[config.mk]
export PLATFORM = sky130hd
export DESIGN_NAME = core_ctrl
export DESIGN_NICKNAME = d
export VERILOG_FILES = /design/src/rtl/core_ctrl.sv
export SDC_FILE = /design/constraint.sdc
export NUM_CORES = 1
export LEC_CHECK = 0
export CORE_MARGIN = 5
export CORE_UTILIZATION = 30
export DETAILED_ROUTE_END_ITERATION = 16
export DONT_BUFFER_PORTS = 1
export PLACE_DENSITY = 0.45
export SYNTH_ARGS = -nofsm -noshare
export SYNTH_HDL_FRONTEND = slang
export SYNTH_SLANG_ARGS = --single-unit
[constraint.sdc]
create_clock -name clk_i -period 5.05 [get_ports clk_i]
set_input_delay 1.515 -clock clk_i [delete_from_list [all_inputs] [get_ports clk_i]]
set_output_delay 1.515 -clock clk_i [all_outputs]
set_load 0.02 [all_outputs]
[src/rtl/core_ctrl.sv]
// Multi-cycle fetch/decode/exec/mem/writeback control FSM for the 16-bit core.
// Optional illegal-opcode trap enabled by defining CORE_CTRL_ILLEGAL_TRAP_EN.
module core_ctrl #(
  parameter int unsigned TIMEOUT_CYCLES = 15,
  parameter int unsigned CNT_W          = 4
) (
  input  logic       clk_i,
  input  logic       rst_i,
  input  logic [2:0] op_i,
  input  logic [2:0] func2_i,
  input  logic [3:0] func4_i,
  input  logic [2:0] rd_i,
  input  logic       branch_taken_i,
  input  logic       imem_ready_i,
  input  logic       dmem_ready_i,
  output logic       imem_req_o,
  output logic       ir_we_o,
  output logic       dmem_req_o,
  output logic       dmem_we_o,
  output logic       alu_src_imm_o,
  output logic [3:0] alu_op_o,
  output logic       rf_we_o,
  output logic [1:0] wb_sel_o,
  output logic       pc_we_o,
  output logic [1:0] pc_sel_o,
  output logic       bus_err_o,
  output logic       trap_o,
  output logic [2:0] state_o
);

  localparam logic [2:0] OP_R = 3'b000;
  localparam logic [2:0] OP_I = 3'b001;
  localparam logic [2:0] OP_L = 3'b010;
  localparam logic [2:0] OP_S = 3'b011;
  localparam logic [2:0] OP_B = 3'b100;
  localparam logic [2:0] OP_J = 3'b101;

  // Last count value at which a still-missing ready becomes a timeout.
  localparam logic [CNT_W-1:0] CNT_LAST = CNT_W'(TIMEOUT_CYCLES - 1);

  typedef enum logic [2:0] {
    S_FETCH  = 3'd0,
    S_DECODE = 3'd1,
    S_EXEC   = 3'd2,
    S_MEM    = 3'd3,
    S_WB     = 3'd4,
    S_HALT   = 3'd5,
    S_TRAP   = 3'd6
  } state_t;

  state_t           r_state;
  state_t           w_next;
  logic [CNT_W-1:0] r_cnt;
  logic             r_bus_err;
  logic             w_wait;
  logic             w_timeout;
  logic             w_imem_req;
  logic             w_ir_we;
  logic             w_dmem_req;
  logic             w_dmem_we;
  logic             w_alu_src_imm;
  logic [3:0]       w_alu_op;
  logic             w_rf_we;
  logic [1:0]       w_wb_sel;
  logic             w_pc_we;
  logic [1:0]       w_pc_sel;
`ifdef CORE_CTRL_ILLEGAL_TRAP_EN
  logic             r_trap;
  logic             w_set_trap;
`endif

  // Next-state and datapath control decode.
  always_comb begin
    w_next        = r_state;
    w_wait        = 1'b0;
    w_timeout     = 1'b0;
    w_imem_req    = 1'b0;
    w_ir_we       = 1'b0;
    w_dmem_req    = 1'b0;
    w_dmem_we     = 1'b0;
    w_alu_src_imm = 1'b0;
    w_alu_op      = 4'b0000;
    w_rf_we       = 1'b0;
    w_wb_sel      = 2'b00;
    w_pc_we       = 1'b0;
    w_pc_sel      = 2'b00;
`ifdef CORE_CTRL_ILLEGAL_TRAP_EN
    w_set_trap    = 1'b0;
`endif
    case (r_state)
      S_FETCH: begin
        w_imem_req = 1'b1;
        if (imem_ready_i) begin
          w_ir_we = 1'b1;
          w_next  = S_DECODE;
        end else begin
          w_wait = 1'b1;
          if (r_cnt == CNT_LAST) begin
            w_timeout = 1'b1;
            w_next    = S_HALT;
          end
        end
      end
      S_DECODE: w_next = S_EXEC;
      S_EXEC: begin
        case (op_i)
          OP_R: begin
            w_alu_op = func4_i;
            w_next   = S_WB;
          end
          OP_I: begin
            w_alu_op      = {1'b1, func2_i};
            w_alu_src_imm = 1'b1;
            w_next        = S_WB;
          end
          OP_L, OP_S: begin
            w_alu_src_imm = 1'b1;
            w_next        = S_MEM;
          end
          OP_B: begin
            w_alu_op = 4'b0001;
            w_pc_we  = 1'b1;
            w_pc_sel = branch_taken_i ? 2'b01 : 2'b00;
            w_next   = S_FETCH;
          end
          OP_J: w_next = S_WB;
          default: begin
`ifdef CORE_CTRL_ILLEGAL_TRAP_EN
            w_set_trap = 1'b1;
            w_next     = S_TRAP;
`else
            w_pc_we = 1'b1;
            w_next  = S_FETCH;
`endif
          end
        endcase
      end
      S_MEM: begin
        w_dmem_req    = 1'b1;
        w_dmem_we     = (op_i == OP_S);
        w_alu_src_imm = 1'b1;
        if (dmem_ready_i) begin
          if (op_i == OP_S) begin
            w_pc_we = 1'b1;
            w_next  = S_FETCH;
          end else begin
            w_next = S_WB;
          end
        end else begin
          w_wait = 1'b1;
          if (r_cnt == CNT_LAST) begin
            w_timeout = 1'b1;
            w_next    = S_HALT;
          end
        end
      end
      S_WB: begin
        w_rf_we = (rd_i != 3'b000);
        w_pc_we = 1'b1;
        if (op_i == OP_L) begin
          w_wb_sel = 2'b01;
        end else if (op_i == OP_J) begin
          w_wb_sel = 2'b10;
          w_pc_sel = 2'b10;
        end
        w_next = S_FETCH;
      end
      S_HALT, S_TRAP: w_next = r_state;
      default: w_next = S_FETCH;
    endcase
  end

  always_ff @(posedge clk_i) begin
    if (rst_i) begin
      r_state <= S_FETCH;
    end else begin
      r_state <= w_next;
    end
  end

  // Wait counter restarts on every state change; timeout flag is sticky.
  always_ff @(posedge clk_i) begin
    if (rst_i) begin
      r_cnt     <= '0;
      r_bus_err <= 1'b0;
    end else begin
      if (w_next != r_state) begin
        r_cnt <= '0;
      end else if (w_wait) begin
        r_cnt <= r_cnt + CNT_W'(1);
      end
      if (w_timeout) begin
        r_bus_err <= 1'b1;
      end
    end
  end

`ifdef CORE_CTRL_ILLEGAL_TRAP_EN
  always_ff @(posedge clk_i) begin
    if (rst_i) begin
      r_trap <= 1'b0;
    end else if (w_set_trap) begin
      r_trap <= 1'b1;
    end
  end
  assign trap_o = r_trap & ~rst_i;
`else
  assign trap_o = 1'b0;
`endif

  // Reset forces every output low at once so an in-flight access drops.
  assign imem_req_o    = w_imem_req    & ~rst_i;
  assign ir_we_o       = w_ir_we       & ~rst_i;
  assign dmem_req_o    = w_dmem_req    & ~rst_i;
  assign dmem_we_o     = w_dmem_we     & ~rst_i;
  assign alu_src_imm_o = w_alu_src_imm & ~rst_i;
  assign alu_op_o      = rst_i ? 4'b0000 : w_alu_op;
  assign rf_we_o       = w_rf_we       & ~rst_i;
  assign wb_sel_o      = rst_i ? 2'b00 : w_wb_sel;
  assign pc_we_o       = w_pc_we       & ~rst_i;
  assign pc_sel_o      = rst_i ? 2'b00 : w_pc_sel;
  assign bus_err_o     = r_bus_err     & ~rst_i;
  assign state_o       = rst_i ? 3'b000 : r_state;

endmodule

# Word-level counts from Yosys, hierarchy flattened
# Index checks and enable logic that the tools add are counted.
# classes
add_sub_neg	1
n_eq_ne	13
muxes	38
n_bitwise	9
reduce_logical	9
# ops
operator	count
$mux W1	17
$eq A3 B3 Y1 const B	5
$mux W3	5
$pmux W3 S5	1
$eq A3 B2 Y1 const B	4
$mux W2	6
$pmux W4 S3	1
$and A1 B1 Y1	8
$mux W4	2
$eq A3 B1 Y1 const B	2
$logic_not A3 Y1	2
$pmux W1 S2	3
$pmux W3 S2	1
$reduce_or A2 Y1	3
$reduce_or A3 Y1	2
$reduce_or A5 Y1	1
$add A4 B1 Y4 const B	1
$eq A4 B4 Y1 const B	1
$pmux W2 S2	1
$ne A3 B3 Y1	1
$pmux W1 S3	1
$reduce_bool A3 Y1	1
$not A1 Y1	1
# word_totals
regBits	8
inputBits	18
word_cells	73

# Longest topological paths before layout
# Gate-level depths: netlist of run 1.
# depth
word_depth	6
mapped_depth	6
depth_no_buf	6

# Worst setup path before layout of run 1
# No wires, ideal clock.
# synth_path
path_type	input to output
start	in rst_i
end	out alu_op_o[0]
arrival_time_ps	2667
setup_slack_ps	868
cell_stages	3
path_buffers	0
cell_sequence	nor2b_1 > nand2_1 > a211oi_1
# synth_via
elab_chain_len	1
# synth_rtl
element	line	source
start: declaration	8	input logic rst_i,
$mux W4	217	assign alu_op_o = rst_i ? 4'b0000 : w_alu_op;
end: declaration	21	output logic [3:0] alu_op_o,
# Every way passes these cells.

# Worst setup path in the final report of run 1
# layout_path
start	in rst_i
end	out pc_sel_o[0]
# layout_via
elab_chain_len	1
# layout_rtl
element	line	source
$mux W2	221	assign pc_sel_o = rst_i ? 2'b00 : w_pc_sel;
end: declaration	25	output logic [1:0] pc_sel_o,
# Every way passes these cells.

==> run_results.csv, run 1 <==
group,metric,value,unit
global_route,first_global_vias,705,
run,maxCapViolCount,0,
setup_path,worst_r2r_endpoint,"r_cnt[2]",
power_and_ir_drop,peakVddDrop,0.1494,mV
placed_design,hpwl,1475,um
placed_design,placed_cell_area,765.7,um^2
drt,finalWirelength,1983,um
drt,vias,756,
hold_path,hold_start,"r_bus_err",
clock_network,cts_tree,"built",
floorplan,fp.dieH,60.48,um
setup_path,slowest_stage,"nor3_1",
setup_path,crit_path_start_kind,"input pin",
clock_network,cts_hold_buf,0,
drt,ant_nets,0,
power_and_ir_drop,p_per_area,210.8,mW/mm^2
logic_synthesis,syn_area,764.5,um^2
power_and_ir_drop,p_int,0.0001106,W
drt,drc,0,
logic_synthesis,synth_fa_ha_area_share,3.273,%
clock_network,clockBufferDepth,2,
drt,viasPerCell,5.642,
logic_synthesis,synth_top_cell_area_share,20.95,%
setup_path,critPathCaptureType,"output port",
layout,antenna_cells,0,
layout,fin_nets,126,
logic_synthesis,ys_warn_count,0,
power_and_ir_drop,p_sw,0.00005555,W
global_route,overflow,0,
clock_network,cts_buffers,3,
logic_synthesis,synth_top_family_by_area,"simple AND/OR/NAND/NOR gates",
power_and_ir_drop,netSwitchingFraction,33.43,%
logic_synthesis,synth_area_per_cell,7.145,um^2
setup_path,max_stage_delay,0.60,ns
floorplan,num_io_pins,38,
power_and_ir_drop,clkPwrFrac,30.6,%
power_and_ir_drop,seq_power_share,44.5,%
hold_path,worst_hold_path.endpoint,"r_bus_err",
logic_synthesis,synthSimpleGateAreaFrac,40.75,%
clock_network,clkTransAtPathRegs,0.06,ns
layout,nFillCells,273,
floorplan,row_count,18,
timing,max-slew-margin-rel,55.88,%
timing,rsz0062_at_grt,"no",
hold_path,min_path_cells,2,
setup_path,crit_required,3.54,ns
timing,setup_tns,0,ns
setup_path,critPathLaunch,"rst_i",
setup_path,regToRegSetupSlack,3.07,ns
logic_synthesis,muxShareOfSynthArea,2.619,%
clock_network,cts-root-buf,"clkbuf_4",
setup_path,worst_ep_arrival_time,2.80,ns
timing,maxSlewViolCount,0,
power_and_ir_drop,leakage,0.3001,nW
floorplan,die_w,60.48,um
logic_synthesis,yosysMostFrequentCell,"nor2_1",
global_route,grtUsageTotal,10.71,%
timing,timing.fmax,0.2317,GHz
floorplan,start_util,31.14,%
logic_synthesis,synth_edf_count,0,
drt,drt_iter0_markers,33,
logic_synthesis,synth_top_cell_by_area,"dfxtp_1",
clock_network,clk_latency,0.26,ns
timing,setup_viol,0,
setup_path,r2r_start,"r_state[0]",
clock_network,htreeDepth,1,
global_route,antenna_found_initial,0,
logic_synthesis,synth_cell_types,36,
setup_path,cp_cell_sequence,"nor2b_1, nand2_1, nor3_1",
placed_design,io_buffer_count,0,
setup_path,critPathKind,"input pin to output port",
timing,finalCritPeriodShare,85.46,%
logic_synthesis,syn_nets,127,
logic_synthesis,syn_inst,107,
timing,fin_crit,4.316,ns
logic_synthesis,synth_xor_area_share,4.583,%
drt,routedWlPerCell,14.80,um
timing,skew,0.0006791,ns
logic_synthesis,synth-main-ff-cell,"dfxtp_1",
logic_synthesis,ys_top_cells_by_count,"nor2_1 (11), nand2_1 (10), nor3_1 (10), dfxtp_1 (8), o21ai_0 (8)",
global_route,grt_max_degree,21,
setup_path,cp_max_fo,14,
logic_synthesis,ys_seq_area_share,20.95,%
drt,first_pass_iters,2,
logic_synthesis,synth-seq-cells,8,
logic_synthesis,synthTopCellsByArea,"dfxtp_1 (21%), nor3_1 (6.5%), nor2_1 (5.4%)",
clock_network,cts_setup_buffers,0,
layout,area_growth,3.110,%
timing,tightestPinTransition,0.6567,ns
layout,stdcell_area,788.3,um^2
clock_network,cts_resized,0,
power_and_ir_drop,comb_power_share,24.9,%
floorplan,core_area,0.002455,mm^2
global_route,grt_pass1_wl,2973,um
outcome,status,"finished clean",
layout,drive_above_1_share,10.58,%
hold_path,hold_class,"register to register",
logic_synthesis,synth_compound_area_share,18.66,%
clock_network,cts_sinks,8,
timing,hold_viol_final,0,
floorplan,die_area,0.003658,mm^2
setup_path,reg2reg_depth,5,
logic_synthesis,async_flop_share,0,%
placed_design,gp_congestion,0.7177,
state kept, by name, summed over array words and instances, names as in the netlist:
register and cells:
r_bus_err 1, r_cnt 4, r_state 3
critical path: cells and delay by family:
kind          cells  cell delay [ns]
simple gates      3             1.28
worst max path at each step:
stage | end | depth (start not counted)
after global routing | alu_op_o[3] | 3
after global placement | alu_op_o[1] | 3
after detailed placement | pc_sel_o[0] | 3
after CTS | pc_sel_o[0] | 3
final | pc_sel_o[0] | 3
after floorplan | alu_op_o[0] | 3
metal layers:
layer	track usage, %	vias up	part of all wire [%]
li1	-	371	-
met1	12.74	349	42
met2	18.36	32	45
met3	1.915	4	11
met4	5.573	0	1.2
met5	0	-	0
power groups by stage:
stage | clock (W) | combinational [W] | sequential (W)
6_report | 0.0000509 | 0.0000414 | 0.0000739
2_1_floorplan | 0 | 0.0000452 | 0.0000692
5_1_grt | 0.0000550 | 0.0000468 | 0.0000751
3_3_place_gp | 0 | 0.0000409 | 0.0000749
4_1_cts | 0.0000532 | 0.0000418 | 0.0000737
3_5_place_dp | 0 | 0.0000416 | 0.0000751
kinds of logic after synthesis:
kind of cell             after synthesis
buffers and inverters                 12
flip-flops                             8
adder cells (fa/ha/maj)                2
AND/OR/NAND/NOR                       56
multiplexers                           2
XOR/XNOR                               4
AO/OA/AOI/OAI                         22
other                                  1
layout by cell type (no fill, tap or decap), types with 4 or more instances in the layout:
master	Yosys	routed
and3_1	4	4
nor3_1	10	10
dfxtp_1	8	8
o21ai_0	8	8
nor2_1	11	11
a21oi_1	4	4
nor2b_1	5	5
nand2_1	10	10
inv_1	4	4
nor4_1	4	4
per-stage QoR:
| step | instances | util (%) | setup slack (ns) | hold slack, ns | power (W) |
|---|---|---|---|---|---|
| final | 134 | 32.11 | 0.7345 | 0.4648 | 0.0001662 |
| after global routing | 134 | 32.11 | 0.6236 | 0.5333 | 0.0001769 |
| after CTS | 134 | 32.11 | 0.7275 | 0.4705 | 0.0001686 |
| after detailed placement | 131 | 31.19 | 0.7261 | 0.4572 | 0.0001167 |
| after global placement | 131 | 31.19 | 0.7612 | 0.4501 | 0.0001159 |
| after floorplan | 107 | - | 0.8677 | 0.4290 | 0.0001144 |
final cells by class:
type | instances | area (um^2) | share of cell area, %
sequential | 8 | 160.2 | 20.32
inverter | 4 | 15.01 | 1.905
tap | 30 | 37.54 | 4.762
timing repair buffer | 2 | 15.01 | 1.905
clock buffer | 3 | 22.52 | 2.857
multi-input combinational | 87 | 538.0 | 68.25
Power figures use the tool's default switching activity.
==> inputs of run 2 (changes only) <==
GPL_ROUTABILITY_DRIVEN = 0   (was unset)
==> results of run 2 <==
Same layout as run 1: the final DEF is identical, and so are final timing and power.
